--- config.mk ---
export PLATFORM = sky130hd
export DESIGN_NAME = wash_cycle_controller
export DESIGN_NICKNAME = d
export VERILOG_FILES = /design/src/rtl/wash_cycle_controller.sv
export SDC_FILE = /design/constraint.sdc
export NUM_CORES = 1
export LEC_CHECK = 0
export BUFFER_PORTS_ARGS = -buffer_cell sky130_fd_sc_hd__buf_2
export CORE_MARGIN = 3
export CORE_UTILIZATION = 41
export DETAILED_ROUTE_END_ITERATION = 12
export GPL_TIMING_DRIVEN = 0
export HOLD_SLACK_MARGIN = 0.1
export SETUP_SLACK_MARGIN = 0.15
export SYNTH_ARGS = -nofsm -noshare
export SYNTH_HDL_FRONTEND = slang
export SYNTH_SLANG_ARGS = --single-unit
--- constraint.sdc ---
create_clock -name clk -period 2.8 [get_ports clk]
set_clock_uncertainty 0.2 [all_clocks]
set_input_delay 0.14 -clock clk [delete_from_list [all_inputs] [get_ports clk]]
set_output_delay 0.14 -clock clk [all_outputs]
set_load 0.02 [all_outputs]
--- src/rtl/wash_cycle_controller.sv ---
// Washing-machine cycle sequencer: coin start, then FILL/WASH/RINSE/SPIN phases
// with durations scaled by the selected clock frequency, optional second
// wash+rinse pass, SPIN-only pause, and a one-cycle completion pulse.
module wash_cycle_controller #(
  parameter int unsigned FILL_UNITS       = 120,
  parameter int unsigned WASH_UNITS       = 300,
  parameter int unsigned RINSE_UNITS      = 120,
  parameter int unsigned SPIN_UNITS       = 60,
  parameter int unsigned UNIT_CYCLES_1MHZ = 1000000
) (
  input  logic        clk,
  input  logic        rst,
  input  logic [3:0]  clock_frequency,
  input  logic        coin_in,
  input  logic        double_wash,
  input  logic        timer_pause,
  output logic [2:0]  state,
  output logic        busy,
  output logic [31:0] phase_remaining,
  output logic        wash_done
);

  typedef enum logic [2:0] {
    ST_IDLE  = 3'b000,
    ST_FILL  = 3'b001,
    ST_WASH  = 3'b010,
    ST_RINSE = 3'b011,
    ST_SPIN  = 3'b100
  } state_t;

  // Phase lengths at 1 MHz; the frequency multiplier is applied as a left shift.
  localparam logic [31:0] FILL_BASE  = 32'(FILL_UNITS  * UNIT_CYCLES_1MHZ);
  localparam logic [31:0] WASH_BASE  = 32'(WASH_UNITS  * UNIT_CYCLES_1MHZ);
  localparam logic [31:0] RINSE_BASE = 32'(RINSE_UNITS * UNIT_CYCLES_1MHZ);
  localparam logic [31:0] SPIN_BASE  = 32'(SPIN_UNITS  * UNIT_CYCLES_1MHZ);

  state_t      state_q, state_d;
  logic [31:0] rem_q, rem_d;
  logic [1:0]  shift_q, shift_d;     // log2 of latched multiplier M
  logic        dw_q, dw_d;           // latched double_wash
  logic        second_q, second_d;   // second wash+rinse pass in progress
  logic        done_q, done_d;

  logic        freq_ok;
  logic [1:0]  freq_shift;
  logic        paused;

  function automatic logic [31:0] phase_len(input state_t ph, input logic [1:0] sh);
    logic [31:0] base;
    case (ph)
      ST_FILL:  base = FILL_BASE;
      ST_WASH:  base = WASH_BASE;
      ST_RINSE: base = RINSE_BASE;
      ST_SPIN:  base = SPIN_BASE;
      default:  base = 32'd0;
    endcase
    return base << sh;
  endfunction

  // Decode the one-hot frequency select into a shift amount and a validity flag.
  always_comb begin
    freq_ok    = 1'b1;
    freq_shift = 2'd0;
    case (clock_frequency)
      4'b0001: freq_shift = 2'd0;
      4'b0010: freq_shift = 2'd1;
      4'b0100: freq_shift = 2'd2;
      4'b1000: freq_shift = 2'd3;
      default: freq_ok    = 1'b0;
    endcase
  end

  // Next-state logic: start on a valid coin, count phases down, advance at zero.
  always_comb begin
    state_d  = state_q;
    rem_d    = rem_q;
    shift_d  = shift_q;
    dw_d     = dw_q;
    second_d = second_q;
    done_d   = 1'b0;
    paused   = (state_q == ST_SPIN) && timer_pause;
    case (state_q)
      ST_IDLE: begin
        rem_d = 32'd0;
        if (coin_in && freq_ok) begin
          state_d = ST_FILL;
          shift_d = freq_shift;
          dw_d    = double_wash;
          rem_d   = phase_len(ST_FILL, freq_shift) - 32'd1;
        end
      end
      ST_FILL, ST_WASH, ST_RINSE, ST_SPIN: begin
        if (!paused) begin
          if (rem_q != 32'd0) begin
            rem_d = rem_q - 32'd1;
          end else begin
            case (state_q)
              ST_FILL: begin
                state_d = ST_WASH;
                rem_d   = phase_len(ST_WASH, shift_q) - 32'd1;
              end
              ST_WASH: begin
                state_d = ST_RINSE;
                rem_d   = phase_len(ST_RINSE, shift_q) - 32'd1;
              end
              ST_RINSE: begin
                if (dw_q && !second_q) begin
                  state_d  = ST_WASH;
                  second_d = 1'b1;
                  rem_d    = phase_len(ST_WASH, shift_q) - 32'd1;
                end else begin
                  state_d = ST_SPIN;
                  rem_d   = phase_len(ST_SPIN, shift_q) - 32'd1;
                end
              end
              default: begin
                state_d  = ST_IDLE;
                rem_d    = 32'd0;
                second_d = 1'b0;
                done_d   = 1'b1;
              end
            endcase
          end
        end
      end
      default: begin
        // Unreachable encodings recover to IDLE.
        state_d  = ST_IDLE;
        rem_d    = 32'd0;
        second_d = 1'b0;
      end
    endcase
  end

  // State and datapath registers; reset aborts any cycle without a done pulse.
  always_ff @(posedge clk) begin
    if (rst) begin
      state_q  <= ST_IDLE;
      rem_q    <= 32'd0;
      shift_q  <= 2'd0;
      dw_q     <= 1'b0;
      second_q <= 1'b0;
      done_q   <= 1'b0;
    end else begin
      state_q  <= state_d;
      rem_q    <= rem_d;
      shift_q  <= shift_d;
      dw_q     <= dw_d;
      second_q <= second_d;
      done_q   <= done_d;
    end
  end

  assign state           = state_q;
  assign busy            = (state_q != ST_IDLE);
  assign phase_remaining = rem_q;
  assign wash_done       = done_q;

endmodule
## Word level (Yosys, flattened, before mapping)

Cells that the tools add are included.

| operators by class | value |
|---|---|
| shifts and indexed selects | 5 |
| reductions and logical operators | 15 |
| $add $sub $neg | 6 |
| equal/unequal tests | 13 |
| multiplexer cells | 40 |
| bitwise logic cells | 2 |

Operators with widths:

| kind | number |
|---|---|
| two-way mux 32 bit | 24 |
| subtractor 32 x 1 -> 32 bit (second input constant) | 6 |
| left shift 32 x 2 -> 32 bit | 5 |
| one-hot mux 32 bit (3 select lines) | 1 |
| one-hot mux 32 bit (2 select lines) | 1 |
| nonzero test 32 bit | 1 |
| two-way mux 3 bit | 4 |
| OR reduction 4 bit | 3 |
| one-hot mux 3 bit (3 select lines) | 1 |
| != test 2 bit (second input constant) | 4 |
| equality test 3 x 2 -> 1 bit (second input constant) | 2 |
| one-hot mux 2 bit (3 select lines) | 1 |
| one-hot mux 3 bit (2 select lines) | 1 |
| two-way mux 1 bit | 5 |
| AND reduction 5 bit | 1 |
| equality test 4 x 1 -> 1 bit (second input constant) | 1 |
| equality test 4 x 2 -> 1 bit (second input constant) | 1 |
| equality test 4 x 3 -> 1 bit (second input constant) | 1 |
| equality test 4 bit (second input constant) | 1 |
| one-hot mux 1 bit (2 select lines) | 2 |
| equality test 3 x 1 -> 1 bit (second input constant) | 1 |
| equality test 3 bit (second input constant) | 1 |
| logical AND 1 bit | 3 |
| logical NOT 3 bit | 1 |
| other kinds (8) | 9 |

| storage, ports and cells | value |
|---|---|
| bits in registers | 40 |
| output and inout bits | 37 |
| bits of input ports | 9 |

## Logic depth before layout (Yosys ltp)

| depth | value |
|---|---|
| depth after elaboration | 14 |
| gate-level depth with buffers | 10 |

## Worst setup path before layout

OpenSTA, ideal clock, no wires.

| path | value |
|---|---|
| kind | reg-to-reg |
| from | register rem_q[0], in the netlist phase_remaining[0] |
| to | register rem_q[17], in the netlist phase_remaining[17] |
| period minus slack after synthesis | 2.840 ns |
| data arrival time | 2.506 ns |
| slack | -0.040 ns |
| buffers on the path | 2 |
| cell stages (with the launch flop) | 11 |
| path through | dfxtp_1 inv_1 ha_1 or3b_1 clkbuf_1 or4_4 or3_1 buf_6 a21oi_2 o2bb2ai_1 a311oi_1 |

| between the ends | value |
|---|---|
| longest elaborated chain between the ends | 4 |

RTL lines:

| item | line | text |
|---|---|---|
| start, declared | 38 | `logic [31:0] rem_q, rem_d;` |
| start signal, assigned | 146 | `rem_q <= rem_d;` |
| subtractor 32 x 1 -> 32 bit / nonzero test 32 bit (equally long branches) | 95, 94 |  |
| two-way mux 32 bit * | 94 | `if (rem_q != 32'd0) begin` |
| two-way mux 32 bit * | 93 | `if (!paused) begin` |
| one-hot mux 32 bit (2 select lines) * | 82 | `case (state_q)` |

Mark *: on every way between the ends. The rest lies on a longest branch, timed or not. The select of a mux whose other input is x is not followed.
A chain may end at the register's enable or synchronous reset.

## Final worst setup path

| path | value |
|---|---|
| from | register rem_q[23], in the netlist phase_remaining[23] |
| to | register rem_q[25], in the netlist phase_remaining[25] |

The elaborated chain is that of the path after synthesis.

==> results by group <==
Status
  – Run status: finished with violations
  – Failing checks: negative setup slack

Power
  – Peak supply drop: 0.443 mV
  – Final Total Pwr: 4.12 mW
  – Total power per unit cell area: 861 mW/mm^2
  – Reported leakage power: 1.94 nW

Critical path
  – Logic depth of the worst register-to-register path: 8
  – Critical path class: register to register
  – Startpoint of the lowest-slack register-to-register path: phase_remaining[23]$_SDFFE_PP0P_
  – Critical path data required time: 2760 ps
  – Peak fanout along the critical path: 6
  – Startpoint type of the worst setup path: register
  – Capture instance of the worst register-to-register path: phase_remaining[25]$_SDFFE_PP0P_
  – Critical Path AT: 2770 ps
  – R2r setup slk: -10 ps
  – Critical Path End Type: register

Cells and area
  – Final instance area: 0.00478 mm^2
  – Area delta synth->final: 36.1%
  – Most frequent cells in the layout: sky130_fd_sc_hd__buf_2, sky130_fd_sc_hd__nand2_1, sky130_fd_sc_hd__a21oi_1, sky130_fd_sc_hd__nor2_1, sky130_fd_sc_hd__buf_4
  – Number of diodes: 0
  – Leading cell type in the layout, fill and taps excluded: sky130_fd_sc_hd__buf_2
  – Number of nets in the finished design: 590
  – Fraction of final layout cells with drive strength greater than 1: 33.3%

Yosys
  – Share of the synthesized netlist area taken by xor and xnor gates: 4.73%
  – Cell area after synthesis: 0.00351 mm^2
  – Dominant combinational cell family by area after synthesis: compound AO/OA/AOI/OAI gates
  – Net count of the mapped netlist: 501
  – Primary flip-flop cell chosen by synthesis mapping: sky130_fd_sc_hd__dfxtp_1
  – Gate count of the mapped netlist: 475
  – Share of the synthesized area in the top cell type: 22.8%
  – Flip-flop and latch count after synthesis: 40
  – Post-Synth Adder-Cell Area: 6.05%
  – Synthesis warning total: 0
  – Multiplexer fraction of the synthesized cell area: 1.21%
  – Synth async-reset ratio: 0%
  – Share of the yosys chip area belonging to registers: 22.8%
  – Number of synthesized flops with an enable pin: 0
  – Count of unique library cells instantiated by Yosys: 74
  – Area fraction in compound gates after synthesis: 30.9%
  – Cell type contributing the most total cell area after synthesis: sky130_fd_sc_hd__dfxtp_1
  – Largest cells by area after synthesis: sky130_fd_sc_hd__dfxtp_1, sky130_fd_sc_hd__a21oi_1, sky130_fd_sc_hd__ha_1
  – Mean instance size in the synthesized netlist: 7.40 um^2
  – Simple logic cell fraction of the synthesized area: 29.1%

Detailed routing
  – DRC marker count from the first detailed-route iteration: 427
  – Detailed-route wire length per cell: 21.2 um
  – Total length of routed wires: 14.2 mm
  – Vias after detailed routing: 4422
  – Vias per cell: 6.60
  – Pre-Repair DR Iteration Count: 5
  – ANT nets after route: 0
  – DRC: 0

Hold path
  – Hold-critical path endpoint: phase_remaining[2]$_SDFFE_PP0P_
  – Hold depth: 5
  – Type of the most critical hold path: input port to register
  – Source of the worst hold timing path: coin_in

Global routing
  – Total overflow reported by the global router: 0
  – Initial antenna violation count: 0
  – Largest net degree at the start of global routing: 13
  – First-pass GRT wire length: 22.1 mm
  – Vias in the first global route: 4017
  – Global router's overall resource usage: 28.5%

Clocking
  – CTS Root Buffer Type: sky130_fd_sc_hd__clkbuf_8
  – Worst skew pair latency: 310 ps
  – Number of buffers on the longest clock path: 2
  – Number of sinks driven by the clock tree: 40
  – Register clock-pin slew on the reported worst setup and hold paths: 90 ps
  – CTS HTree Levels: 2
  – Total clock buffers created by CTS: 5
  – CTS tree: done

Floorplan
  – Initial standard-cell utilization of the core: 42.6%
  – # IOs: 46
  – Die area: 0.00972 mm^2
  – Core region area: 0.00826 mm^2
  – Row cnt: 33
  – Width of the die: 98.6 um
  – Floorplan die height: 98.6 um

STA
  – RSZ-0062 raised after global routing: yes
  – Final period util: 100%
  – Fin. max-slew vios: 0
  – Count of final hold-check violations: 0
  – Highest achievable clock rate: 356 MHz
  – Actual transition at the worst max-transition pin: 987 ps
  – Final sum of negative setup slack: -11.3 ps
  – Hold WS: 140 ps
  – Fin crit period: 2810 ps
  – Slack of the critical path: -11.3 ps
  – Setup violations, final: 1
  – Slew headroom: 33.7%

Placement
  – DP Worst Slack: -340 ps
  – Half-perimeter wire length after placement: 9.79 mm
  – IO Port Bufs: 44
  – RePlAce Congestion: 1.02
  – Cell area reported after detailed placement: 0.00393 mm^2

Run
  – Number of max-cap violations: 0
-- critical path, cell delays in order, from the launching register on --
cell,delay (ps)
sky130_fd_sc_hd__dfxtp_4,360
sky130_fd_sc_hd__or3_4,420
sky130_fd_sc_hd__or4_4,550
sky130_fd_sc_hd__clkbuf_8,170
sky130_fd_sc_hd__or3_4,390
sky130_fd_sc_hd__buf_8,150
sky130_fd_sc_hd__a21oi_4,150
sky130_fd_sc_hd__a22o_1,180
sky130_fd_sc_hd__a311oi_1,100
-- logic make-up after synthesis --
logic type / count (synthesis)
buf+inv: 46
compound gates: 161
xor+xnor: 19
mux: 4
flops: 40
simple gates: 188
fa+ha+maj: 17
-- cell type report --
cell class                 instances  area [um^2]
inverter                          15         63.8
sequential                        40          833
timing repair buffer              82          537
clock buffer                       7         96.3
clock inverter                     1         30.0
tap                              105          131
buffer                            31          199
multi-input combinational        389         2890
fill                             782         3470
-- how the worst max path moves through the flow --
stage	startpoint	end	slack, ps	depth (start not counted)
global route	phase_remaining[0]$_SDFFE_PP0P_	phase_remaining[25]$_SDFFE_PP0P_	-50	10
CTS	phase_remaining[0]$_SDFFE_PP0P_	phase_remaining[17]$_SDFFE_PP0P_	40	10
detailed placement	clock_frequency[3]	phase_remaining[9]$_SDFFE_PP0P_	-340	8
floorplan	phase_remaining[23]$_SDFFE_PP0P_	phase_remaining[25]$_SDFFE_PP0P_	150	8
global placement	clock_frequency[3]	phase_remaining[9]$_SDFFE_PP0P_	-350	8
finish	phase_remaining[23]$_SDFFE_PP0P_	phase_remaining[25]$_SDFFE_PP0P_	-10	8
-- Yosys cell counts, types with 3 or more instances --
cell and count:
sky130_fd_sc_hd__a21oi_1 43, sky130_fd_sc_hd__nand2_1 43, sky130_fd_sc_hd__dfxtp_1 40, sky130_fd_sc_hd__nor2_1 36, sky130_fd_sc_hd__o21ai_0 27, sky130_fd_sc_hd__clkbuf_1 26
sky130_fd_sc_hd__nor3_1 24, sky130_fd_sc_hd__ha_1 17, sky130_fd_sc_hd__xnor2_1 14, sky130_fd_sc_hd__inv_1 13, sky130_fd_sc_hd__nor4_1 13, sky130_fd_sc_hd__a22oi_1 9
sky130_fd_sc_hd__nand4_1 9, sky130_fd_sc_hd__a31oi_1 8, sky130_fd_sc_hd__nand2b_1 8, sky130_fd_sc_hd__nand3_1 8, sky130_fd_sc_hd__o211ai_1 8, sky130_fd_sc_hd__a211oi_1 7
sky130_fd_sc_hd__o22ai_1 7, sky130_fd_sc_hd__or3_1 6, sky130_fd_sc_hd__or4_1 6, sky130_fd_sc_hd__or2_2 5, sky130_fd_sc_hd__xor2_1 5, sky130_fd_sc_hd__a21o_1 4
sky130_fd_sc_hd__a221oi_1 4, sky130_fd_sc_hd__a22o_1 3, sky130_fd_sc_hd__a311oi_1 3, sky130_fd_sc_hd__and3_1 3, sky130_fd_sc_hd__buf_2 3, sky130_fd_sc_hd__nand3b_1 3
sky130_fd_sc_hd__nor2b_1 3, sky130_fd_sc_hd__nor3_2 3, sky130_fd_sc_hd__o21a_1 3, sky130_fd_sc_hd__o21ai_1 3, sky130_fd_sc_hd__o31ai_1 3, sky130_fd_sc_hd__o41ai_1 3
-- report_power, final --
part / total [mW] / internal (mW) / switching, mW
combinational: 2.80 / 1.26 / 1.54
clock: 0.546 / 0.315 / 0.230
sequential: 0.774 / 0.645 / 0.129
-- metal layers --
metal	part of all wire (%)	vias up	GRT usage, %
met5	0	-	0
li1	-	1983	-
met3	11	70	7.57
met4	5.8	0	15.8
met1	41	2060	38.5
met2	42	309	41.0
-- sequential cells by signal (all words and copies together), names as in the netlist --
signal / flops
shift_q: 2
phase_remaining: 32
wash_done: 1
second_q: 1
state: 3
dw_q: 1
-- per-stage QoR --
stage | utilization (%) | std cells
after floorplan | - | 475
after global routing | 57.9 | 670
final | 57.9 | 670
after CTS | 54.0 | 659
after detailed placement | 47.5 | 624
after global placement | 47.5 | 624
-- repair_timing --
action | CTS | global route
gates cloned | 2 | 0
hold buffers | 3 | 0
setup endpoints to repair | 36 | 36
pin swaps | 15 | 21
resized for setup | 53 | 61
hold endpoints to repair | 6 | 0
buffers inserted | 22 | 11
Power figures use the tool's default switching activity.
